==> config.mk <==
export PLATFORM = sky130hd
export DESIGN_NAME = common_pseudo_lru_victim_alloc
export DESIGN_NICKNAME = d
export VERILOG_FILES = /design/src/rtl/common_pseudo_lru_victim_alloc.sv
export SDC_FILE = /design/constraint.sdc
export NUM_CORES = 1
export LEC_CHECK = 0
export ABC_AREA = 1
export CORE_UTILIZATION = 50
export CTS_CLUSTER_SIZE = 28
export DETAILED_ROUTE_END_ITERATION = 6
export PLACE_DENSITY = 0.89
export SYNTH_ARGS = -nofsm -noshare
export SYNTH_HDL_FRONTEND = slang
export SYNTH_SLANG_ARGS = --single-unit
==> constraint.sdc <==
create_clock -name clk_i -period 4.75 [get_ports clk_i]
set_clock_uncertainty 0.2 [all_clocks]
set_input_delay 1.1875 -clock clk_i [delete_from_list [all_inputs] [get_ports clk_i]]
set_output_delay 1.1875 -clock clk_i [all_outputs]
set_load 0.01 [all_outputs]
==> src/rtl/common_pseudo_lru_victim_alloc.sv <==
// common_pseudo_lru_victim_alloc: client controller that drives pseudo-LRU touches and hands out victim ways.
module common_pseudo_lru_victim_alloc #(
   parameter int SUBJECT_COUNT_LOG2 = 3,
   parameter int PICK_STALL_MAX = 4,
   localparam int N = 1 << SUBJECT_COUNT_LOG2
) (
   input  logic         clk_i,
   input  logic         rst_ni,
   input  logic         hit_valid_i,
   input  logic [N-1:0] hit_way_i,
   input  logic [N-1:0] way_avail_i,
   input  logic [N-1:0] way_valid_i,
   input  logic         alloc_req_valid_i,
   output logic         alloc_req_ready_o,
   output logic         alloc_resp_valid_o,
   input  logic         alloc_resp_ready_i,
   output logic [N-1:0] alloc_way_o,
   output logic         alloc_none_o,
   output logic [N-1:0] lru_waddr_o,
   output logic         lru_wen_o,
   output logic [N-1:0] lru_dvalid_o,
   input  logic [N-1:0] lru_qaddr_i
);
   typedef enum logic [1:0] {IDLE, PICK, RESP} state_e;
   localparam logic [N-1:0] LSB = N'(1);
   state_e       state_q;
   logic [N-1:0] pend_q, waddr_q, way_q;
   logic         wen_q, none_q;
   logic [3:0]   stall_q;
   logic         hit_ok, sample;
   logic [N-1:0] free, hint, victim;
   always_comb begin
      hit_ok = hit_valid_i & (|hit_way_i);
      free   = way_avail_i & ~way_valid_i;
      hint   = lru_qaddr_i & way_avail_i;
      // x & (~x + 1) isolates the lowest set bit; yields 0 when nothing is available
      victim = (|free) ? (free & (~free + LSB)) :
               (|hint) ? hint : (way_avail_i & (~way_avail_i + LSB));
      sample = (~|pend_q & ~wen_q) | (stall_q == 4'(PICK_STALL_MAX));
   end
   always_ff @(posedge clk_i or negedge rst_ni) begin
      if (!rst_ni) begin
         state_q <= IDLE;
         pend_q  <= '0;
         waddr_q <= '0;
         wen_q   <= 1'b0;
         way_q   <= '0;
         none_q  <= 1'b0;
         stall_q <= '0;
      end else begin
         wen_q   <= hit_ok | (|pend_q);
         waddr_q <= hit_ok ? hit_way_i : pend_q;
         // hits win the touch port; a deferred allocation touch waits behind them
         if (state_q == RESP && alloc_resp_ready_i && !none_q) pend_q <= way_q;
         else if (!hit_ok) pend_q <= '0;
         case (state_q)
            IDLE: if (alloc_req_valid_i) begin
               state_q <= PICK;
               stall_q <= '0;
            end
            PICK: if (sample) begin
               way_q   <= victim;
               none_q  <= ~|way_avail_i;
               state_q <= RESP;
            end else stall_q <= stall_q + 4'd1;
            RESP: if (alloc_resp_ready_i) state_q <= IDLE;
            default: state_q <= IDLE;
         endcase
      end
   end
   assign alloc_req_ready_o  = state_q == IDLE;
   assign alloc_resp_valid_o = state_q == RESP;
   assign alloc_way_o        = way_q;
   assign alloc_none_o       = none_q;
   assign lru_waddr_o        = waddr_q;
   assign lru_wen_o          = wen_q;
   assign lru_dvalid_o       = way_avail_i;
endmodule

==> reports/results.tsv <==
stage	metric	value	unit
sta	final hold violations	0	
die	Chip Width	65.2	um
routing	via count	1904	
setup_path	r2r setup slk	3010	ps
clock_network	Clock Sinks	32	
sta	fin crit period	3760	ps
placed_design	number of I/O port buffers	64	
setup_path	critical path buffer and inverter count	2	
die	die height	65.2	um
placed_design	DP HPWL	3290	um
routing	Top Metal Used	met4	
routing	Final ANT Viol Nets	0	
clock_network	clock-pin slew on the worst setup and hold paths	70	ps
run	Max-Cap Viols	0	
setup_path	Setup CP Type	input pin to output pin	
grt	vias in the first global route	1769	
power_and_ir_drop	Flop pwr share	37.6	%
clock_network	clk buf depth	2	
sta	Max Fclk	266	MHz
routing	DR WL/cell	11.0	um
die	I/O pins	65	
setup_path	Setup crit start kind	input pin	
logic_synthesis	most instantiated cells after synthesis	nand2_1, dfrtp_1, inv_1, nand3_1, nor2_1	
logic_synthesis	Yosys top cell area share	40.1	%
power_and_ir_drop	sw frac	37.7	%
setup_path	Crit Path Max Fanout	6	
sta	worst rel slew slack	60.7	%
logic_synthesis	#FFs+latches synth	32	
die	Core Region	3740	um^2
final_layout	Area Growth Syn to Fin	34.8	%
routing	met2 WL post-DR	2100	um
setup_path	critical path arrival	2370	ps
logic_synthesis	synthesized area	2000	um^2
logic_synthesis	YS warnings	0	
logic_synthesis	most numerous cell in the Yosys netlist	nand2_1	
sta	RSZ-0062 raised after global routing	no	
sta	Worst Setup Slack, final	992	ps
setup_path	R2R depth	8	
setup_path	Stages on worst setup path	2	
grt	first-pass GRT wire length	7200	um
logic_synthesis	Cell variety after synth	24	
clock_network	post-cts resize count	0	
logic_synthesis	Avg Cell Area, Syn	7.23	um^2
final_layout	nets@finish	374	
routing	router iterations before antenna repair	4	
clock_network	H-tree levels	2	
power_and_ir_drop	combinational power share	43.1	%
logic_synthesis	Synth async-reset ratio	100	%
logic_synthesis	register area share after synthesis	40.1	%
grt	antenna violations before repair	0	
setup_path	crit-path cells	clkdlybuf4s50_1 > clkdlybuf4s50_1	
logic_synthesis	Post-synth EDFFs	0	
sta	Min Hold Slack	309	ps
power_and_ir_drop	Psw	0.000397	W
routing	Vias/cell	4.96	
sta	Setup violations, final	0	
final_layout	Antenna diodes	0	
grt	Total GRT Usage	21.8	%
logic_synthesis	Post-Syn Instances	276	
setup_path	required time worst endpoint	3360	ps
final_layout	layout cell share with drive strength beyond 1	11.3	%
power_and_ir_drop	VDD IR max	0.173	mV
die	Initial Utilization	53.3	%
clock_network	post-CTS setup repair buffer count	0	
power_and_ir_drop	Pint	0.000654	W
min_path	hold-critical path depth	2	
sta	Tcrit/Tclk final	79.1	%
clock_network	clock latency on the worst-skew pair	280	ps
power_and_ir_drop	Static Leak	1.34	nW
setup_path	CP endpoint kind	output pin	
sta	slew at the pin with the worst max-slew slack	588	ps
power_and_ir_drop	clock network fraction of design power	19.2	%
min_path	Hold Crit Class	flip-flop to flip-flop	
clock_network	CTS tree	yes	
routing	Initial DRC Count	97	
logic_synthesis	Area contributors post-synth	dfrtp_1, nand2_1, nand3_1	
logic_synthesis	area leader, netlist	dfrtp_1	
routing	# DRC	0	
clock_network	Root Driver	clkbuf_8	
clock_network	CTS Buf Count	5	
routing	wl on met1	1730	um
setup_path	critical path's top delay family	buffers and inverters	
grt	largest net degree at the start of global routing	33	
placed_design	GPL Wtd Cong	0.795	
routing	wire length on met3	326	um
die	full die area	4250	um^2
setup_path	most frequent CP cell	clkdlybuf4s50_1	
routing	Post-Route WL	4210	um
outcome	status	completed	
placed_design	Placement Setup Slack	986	ps
power_and_ir_drop	pwr/cell area	391	nW/um^2
logic_synthesis	syn_nets	315	
setup_path	CP max stage cell	clkdlybuf4s50_1	
logic_synthesis	Main synth FF type	dfrtp_1	
sta	Slew Limit Fails	0	
die	# rows	22	
sta	Fin Setup TNS	0	ps
grt	aggregate global routing overflow	0	
clock_network	hold buffers post-CTS	0	
setup_path	Critical Path Max Stage Delay	600	ps
==> tightest hold or removal path: stages (launching register included) <==
cell,delay [ps]
dfrtp_1,360
nand2_1,60
nand2_1,50
==> sequential cells by signal (all words and copies together), names as in the netlist <==
register and count:
alloc_none_o 1, state_q 2, pend_q 8, alloc_way_o 8, stall_q 4, lru_waddr_o 8
lru_wen_o 1
==> stage by stage <==
| step | util [%] | cell area, um^2 | cells | total power, W |
|---|---|---|---|---|
| 6_report | 71.9 | 2690 | 384 | 0.00105 |
| 5_1_grt | 71.9 | 2690 | 384 | 0.00113 |
| 4_1_cts | 71.9 | 2690 | 384 | 0.00106 |
| 3_5_place_dp | 69.5 | 2600 | 376 | 0.000855 |
| 3_3_place_gp | 69.5 | 2600 | 376 | 0.000840 |
| 2_1_floorplan | - | 2000 | 276 | 0.000672 |
==> path summary, 6_finish.rpt <==
path	start	endpoint
setup / recovery	way_avail_i[0]	lru_dvalid_o[0]
hold / removal	pend_q[4]	lru_waddr_o[4]
setup reg to reg	stall_q[0]	alloc_way_o[0]
hold reg to reg	pend_q[4]	lru_waddr_o[4]
max in group asynchronous	rst_ni	stall_q[3]
min in group asynchronous	rst_ni	pend_q[1]
==> final cells by class <==
class,instances,area [um^2]
Fill cell,325,1050
Clock buffer,6,72.6
Inverter,32,123
Multi-Input combinational cell,199,970
Tap cell,48,60.1
Timing Repair Buffer,65,648
Clock inverter,2,16.3
Sequential cell,32,801
==> cell usage in the layout (no fill, tap or decap), types with 2 or more instances in the layout <==
cell type	netlist	layout
nand2_1	88	88
clkdlybuf4s50_1	0	64
dfrtp_1	32	32
inv_1	31	31
nand3_1	31	31
nor2_1	20	20
nand4_1	15	15
nand2_2	12	12
nor2_2	7	7
a21oi_1	7	7
clkbuf_8	0	5
a21oi_2	4	4
nor2_4	3	3
o21ai_0	3	3
nor4_1	2	2
ha_1	2	2
==> power groups by stage <==
stage | combinational, W | sequential (W) | clock (W)
final | 0.000453 | 0.000396 | 0.000202
after global routing | 0.000506 | 0.000403 | 0.000222
after CTS | 0.000458 | 0.000395 | 0.000204
after detailed placement | 0.000456 | 0.000399 | 0
after global placement | 0.000443 | 0.000397 | 0
after floorplan | 0.000262 | 0.000411 | 0
==> metal layers <==
layer,vias to the layer above,global-route usage (%)
li1,993,-
met1,831,24.3
met2,74,39.9
met3,6,6.77
met4,0,5.16
met5,-,0
==> kinds of logic (layout without fill, tap and decap cells) <==
logic type | after synthesis | in the layout | synth area share, %
compound gates | 16 | 16 | 4.95
fa+ha+maj | 2 | 2 | 1.25
buf+inv | 45 | 105 | 11.3
flops | 32 | 32 | 40.1
simple gates | 181 | 181 | 42.4
No activity file was read; power rests on OpenSTA's default activity.
==> variant 1 (config.mk and constraints unchanged) <==
Change the parameter `SUBJECT_COUNT_LOG2` from 3 to 4.
--- a/src/rtl/common_pseudo_lru_victim_alloc.sv
+++ b/src/rtl/common_pseudo_lru_victim_alloc.sv
@@ -2,3 +2,3 @@
 module common_pseudo_lru_victim_alloc #(
-   parameter int SUBJECT_COUNT_LOG2 = 3,
+   parameter int SUBJECT_COUNT_LOG2 = 4,
    parameter int PICK_STALL_MAX = 4,
Ports: changed (7 resized); port bits go from 65 to 121. No check against the original RTL was run, so the function may have changed too.
==> variant 1 against the unedited design <==
Worst setup slack got worse by 0.038 ns; synthesized area rose by 76%; critical path depth did not move; power rose by 42%; routed wire length rose by 110%; die area rose by 74%; sequential power rose by 56%; register-to-register slack got worse by 0.50 ns; final area rose by 77%; cell count rose by 86%; sequential cell count rose by 24; critical endpoint is now lru_dvalid_o[9]; largest cell class unchanged; largest power group is now registers.
==> variant 1: results (changes against the unedited design) <==
Global routing
  • Met1 global-route usage: 28.9% (was 24.3%)
  • Total Routing Usage GR: 24.5% (was 21.8%)
  • Largest net degree at the start of global routing: 31 (was 33)
  • Global-route met2 utilization: 45.0% (was 39.9%)
  • First-pass GRT wire length: 14300 µm (was 7200 µm)
  • Met3 GRT Util: 4.23% (was 6.77%)
  • Number of global-route vias before repair: 3276 (was 1769)
  • Busiest grt layer: met2 (unchanged)

Final layout
  • FILL cells: 565 (was 325)
  • Inserted Diodes: 0 (unchanged)
  • Ratio of cells with drive above 1 in the final layout: 5.48% (was 11.3%)
  • Layout Nets: 690 (was 374)

Drt
  • DRT Pass-1 Iters: 5 (was 4)
  • Detailed Route Iter0 Violations: 123 (was 97)
  • Vias/cell: 4.85 (was 4.96)
  • WL final: 8810 µm (was 4210 µm)

Pwr
  • Static leakage: 0.00236 µW (was 0.00134 µW)
  • Maximum VDD drop: 155 µV (was 173 µV)

CTS
  • Clk slew on worst S/H paths: 0.10 ns (was 0.07 ns)
  • H-tree levels: 2 (unchanged)
  • Post-CTS Resized: 0 (unchanged)
  • Worst-Skew Late Latency: 0.31 ns (was 0.28 ns)

Hold path
  • HP Start: pend_q[1]$_DFFE_PN0P_ (was pend_q[4]$_DFFE_PN0P_)
  • Min-delay worst type: reg2reg (unchanged)
  • Hold Path End: pend_q[1]$_DFFE_PN0P_ (was lru_waddr_o[4]$_DFF_PN0_)

Synth
  • Top cells by count, synth: 202 x nand2_1, 73 x nor2_1, 56 x dfrtp_1 (was 88 x nand2_1, 32 x dfrtp_1, 31 x inv_1, 31 x nand3_1, 20 x nor2_1)
  • Seq/Total Area, Yosys: 39.8% (was 40.1%)
  • Yosys warns: 0 (unchanged)
  • Synth unique cells: 28 (was 24)
  • Net count after synthesis: 588 (was 315)
  • Synth area leaders: dfrtp_1 40%, nand2_1 22%, nor2_1 7.8%, nand3_1 6.8%, inv_1 5.2% (was dfrtp_1 40%, nand2_1 17%, nand3_1 7.8%, inv_1 5.8%, nand4_1 4.7%)

STA
  • Worst Tran Pin Value: 0.605 ns (was 0.588 ns)

Placed design
  • PortBufs: 120 (was 64)
  • DP Worst Slack: 0.958 ns (was 0.986 ns)
  • Final Wtd Congestion: 0.929 (was 0.795)
  • Hpwl dp: 7060 µm (was 3290 µm)

Worst setup path
  • Reg2Reg Depth: 10 (was 8)
  • Worst path top cell family by delay: buffers and inverters (unchanged)
  • R2R Setup Slk: 2.51 ns (was 3.01 ns)
  • CP Max Fanout: 6 (unchanged)
  • WP data arrival: 2.41 ns (was 2.37 ns)
  • R2r endpoint: stall_q[2]$_DFFE_PN0P_ (was alloc_way_o[0]$_DFFE_PN0P_)
  • Worst path max stage delay: 0.62 ns (was 0.60 ns)

Outcome
  • Outcome: finished clean (unchanged)
## variant 1: cell types whose count changed in the layout (fill, tap and decap cells not counted), sizes merged, moves of 3 or more
cell           delta
nand4             -9
inv              +17
nor2             +50
o21ai            +10
clkdlybuf4s50    +55
dfrtp            +24
nand2           +114
nand3            +17
nor3              +3
clkinv            +3
a21oi             -8
## variant 1: area by class of cell
| class | instances | area [µm²] | area share (%) |
|---|---|---|---|
| Sequential cell | 56 | 1400 | 29.5 |
| Multi-Input combinational cell | 383 | 1710 | 36.0 |
| Tap cell | 96 | 120 | 2.53 |
| Inverter | 51 | 191 | 4.03 |
| Clock inverter | 3 | 47.5 | 1.00 |
| Timing Repair Buffer | 122 | 1210 | 25.5 |
| Clock buffer | 5 | 68.8 | 1.45 |
## variant 1: per-layer routing
| metal | wire length, µm | part of all wire, % |
|---|---|---|
| met5 | 0 | 0 |
| met4 | 102 | 1.2 |
| met3 | 600 | 6.8 |
| met2 | 4460 | 51 |
| met1 | 3650 | 41 |
## variant 1: cell families (layout without fill, tap and decap cells)
family                     Yosys count  in the layout  share of synthesized area (%)
AOI/OAI and AO/OA                   19             19                           2.77
DFF                                 56             56                           39.8
adders and majority gates            2              2                          0.711
xor gates and xnor gates             2              2                          0.498
and+or+nand+nor                    360            360                           44.6
buffers and inverters               78            181                           11.6
## variant 1: worst max-delay path by stage
stage / start / to / slack, ns / depth (start not counted)
global route: way_avail_i[10] / lru_dvalid_o[10] / 0.93 / 2
CTS: way_avail_i[9] / lru_dvalid_o[9] / 0.95 / 2
floorplan: way_avail_i[0] / lru_dvalid_o[0] / 2.06 / 1
finish: way_avail_i[9] / lru_dvalid_o[9] / 0.95 / 2
detailed placement: way_avail_i[9] / lru_dvalid_o[9] / 0.96 / 2
global placement: way_avail_i[9] / lru_dvalid_o[9] / 0.99 / 2
## variant 1: per-stage QoR
stage	utilization, %	std cells	area [µm²]	hold WS (ns)
after global routing	69.9	716	4750	0.336
after detailed placement	68.2	708	4630	0.283
after CTS	69.9	716	4750	0.307
final	69.9	716	4750	0.303
after floorplan	-	517	3520	0.264
after global placement	68.2	708	4630	0.281
## variant 1: where the power goes
group | switching [µW] | leakage [µW] | internal (µW) | total (µW)
Combinational | 307 | 0.00155 | 258 | 565
Clock | 150 | 0.0000583 | 159 | 308
Sequential | 61.6 | 0.000750 | 555 | 616
Total | 518 | 0.00236 | 972 | 1490
## variant 1: worst register-to-register path: stages, from the launching register on
cell and delay [ns]:
dfrtp_1 0.44, inv_1 0.06, ha_1 0.19, nand3_1 0.09
nand2_1 0.07, nand2_1 0.05, buf_4 0.28, clkinv_1 0.36
nor2_2 0.29, nand2_1 0.09, nand2_1 0.07
==> variant 2 (same flow settings) <==
Without the edit above. Make the reset (`rst_ni`) synchronous in one clocked block.
--- a/src/rtl/common_pseudo_lru_victim_alloc.sv
+++ b/src/rtl/common_pseudo_lru_victim_alloc.sv
@@ -40,3 +40,3 @@
    end
-   always_ff @(posedge clk_i or negedge rst_ni) begin
+   always_ff @(posedge clk_i) begin
       if (!rst_ni) begin
Function: differs if rst_ni is asserted again (counterexample within 4 cycles, from zero or initial values and one cycle with rst_ni low); with rst_ni held inactive, the same outputs for 10 cycles.
==> variant 2 against the unedited design <==
Sequential cell count did not move; non-clock buffer count fell by 1; final area fell by 4.5%; routed wire length rose by 12%; via count rose by 3.2%; worst setup slack got worse by 0.0034 ns; count of clock-buffer cells in the layout fell by 1; die area fell by 6.6%; global-route usage rose by 4.4 points; synthesized area fell by 6.8%.
Power is not compared: it rests on default switching activity, and its combinational part moved more than twofold at a synthesized area within 25%.
==> variant 2: results (changes against the unedited design) <==
Outcome
  • Outcome: finished clean (unchanged)

Drt
  • WL final: 4700 µm (was 4210 µm)
  • Vias: 1964 (was 1904)
  • Routed wl met2: 2250 µm (was 2100 µm)
  • Detailed Route Iter0 Violations: 88 (was 97)
  • Met1 WL: 2070 µm (was 1730 µm)
  • Met3 WL: 258 µm (was 326 µm)

STA
  • Worst hold slack: 0.295 ns (was 0.309 ns)
  • Fmax: 266 MHz (about the same)
  • Worst Tran Pin Value: 0.696 ns (was 0.588 ns)

Global routing
  • First-pass GRT wire length: 8180 µm (was 7200 µm)
  • Met1 global-route usage: 29.0% (was 24.3%)
  • Met3 GRT Util: 6.57% (was 6.77%)
  • Largest net degree at the start of global routing: 22 (was 33)
  • Total Routing Usage GR: 26.2% (was 21.8%)

Synth
  • Top cells by count, synth: 74 x nand2_1, 61 x nor2_1, 37 x inv_1 (was 88 x nand2_1, 32 x dfrtp_1, 31 x inv_1, 31 x nand3_1, 20 x nor2_1)
  • Synth area leaders: dfxtp_1 34%, nand2_1 15%, nor2_1 12%, nand3_1 7.5%, inv_1 7.5% (was dfrtp_1 40%, nand2_1 17%, nand3_1 7.8%, inv_1 5.8%, nand4_1 4.7%)
  • Post-Synth XOR/XNOR Area: 0.942% (was 0%)
  • Top_reg_cell synth: dfxtp_1 (was dfrtp_1)
  • Post-synthesis adder-cell area fraction: 1.35% (was 1.25%)
  • Seq/Total Area, Yosys: 34.5% (was 40.1%)
  • Ys async rst share: 0% (was 100%)
  • Synth unique cells: 25 (was 24)
  • Compound-Gate Fraction of Synth Area: 8.95% (was 4.95%)
  • Net count after synthesis: 338 (was 315)

Placed design
  • Hpwl dp: 3540 µm (was 3290 µm)
  • Final Wtd Congestion: 0.865 (was 0.795)

Final layout
  • Ratio of cells with drive above 1 in the final layout: 5.31% (was 11.3%)
  • Layout Nets: 396 (was 374)
  • FILL cells: 276 (was 325)

Worst setup path
  • RR Startpoint: stall_q[1]$_SDFFE_PN0P_ (was stall_q[0]$_DFFE_PN0P_)
  • Worst setup path endpoint: lru_dvalid_o[5] (was lru_dvalid_o[0])
  • CP Launch Point: way_avail_i[5] (was way_avail_i[0])

Hold path
  • HP Start: alloc_way_o[0]$_SDFFE_PN0P_ (was pend_q[4]$_DFFE_PN0P_)
## variant 2: layout make-up
| class | count | share of cell area, % |
|---|---|---|
| multi-input cells | 216 | 37.9 |
| flip-flops and latches | 32 | 24.9 |
| repair buffers | 64 | 24.9 |
| inverters | 38 | 5.60 |
| clock buffers | 5 | 2.68 |
| well taps | 46 | 2.24 |
| clock inverters | 3 | 1.66 |
## variant 2: power by group
group,switching (µW),total [µW],leakage (µW),internal (µW)
clock network,101,256,0.0000541,155
registers,10.6,294,0.000262,284
logic,82.7,162,0.000851,79.6
## variant 2: through the flow
stage                     cells  total power [µW]  utilization, %
after floorplan             299               387               -
after global placement      396               459            71.4
after detailed placement    396               461            71.4
after CTS                   404               716            74.6
after global routing        404               752            74.6
final                       404               712            74.6
## variant 2: worst min-delay path: cells and delay by family (launching register included)
family	cells	cell delay, ns
flops	1	0.32
simple gates	1	0.07
compound gates	1	0.06
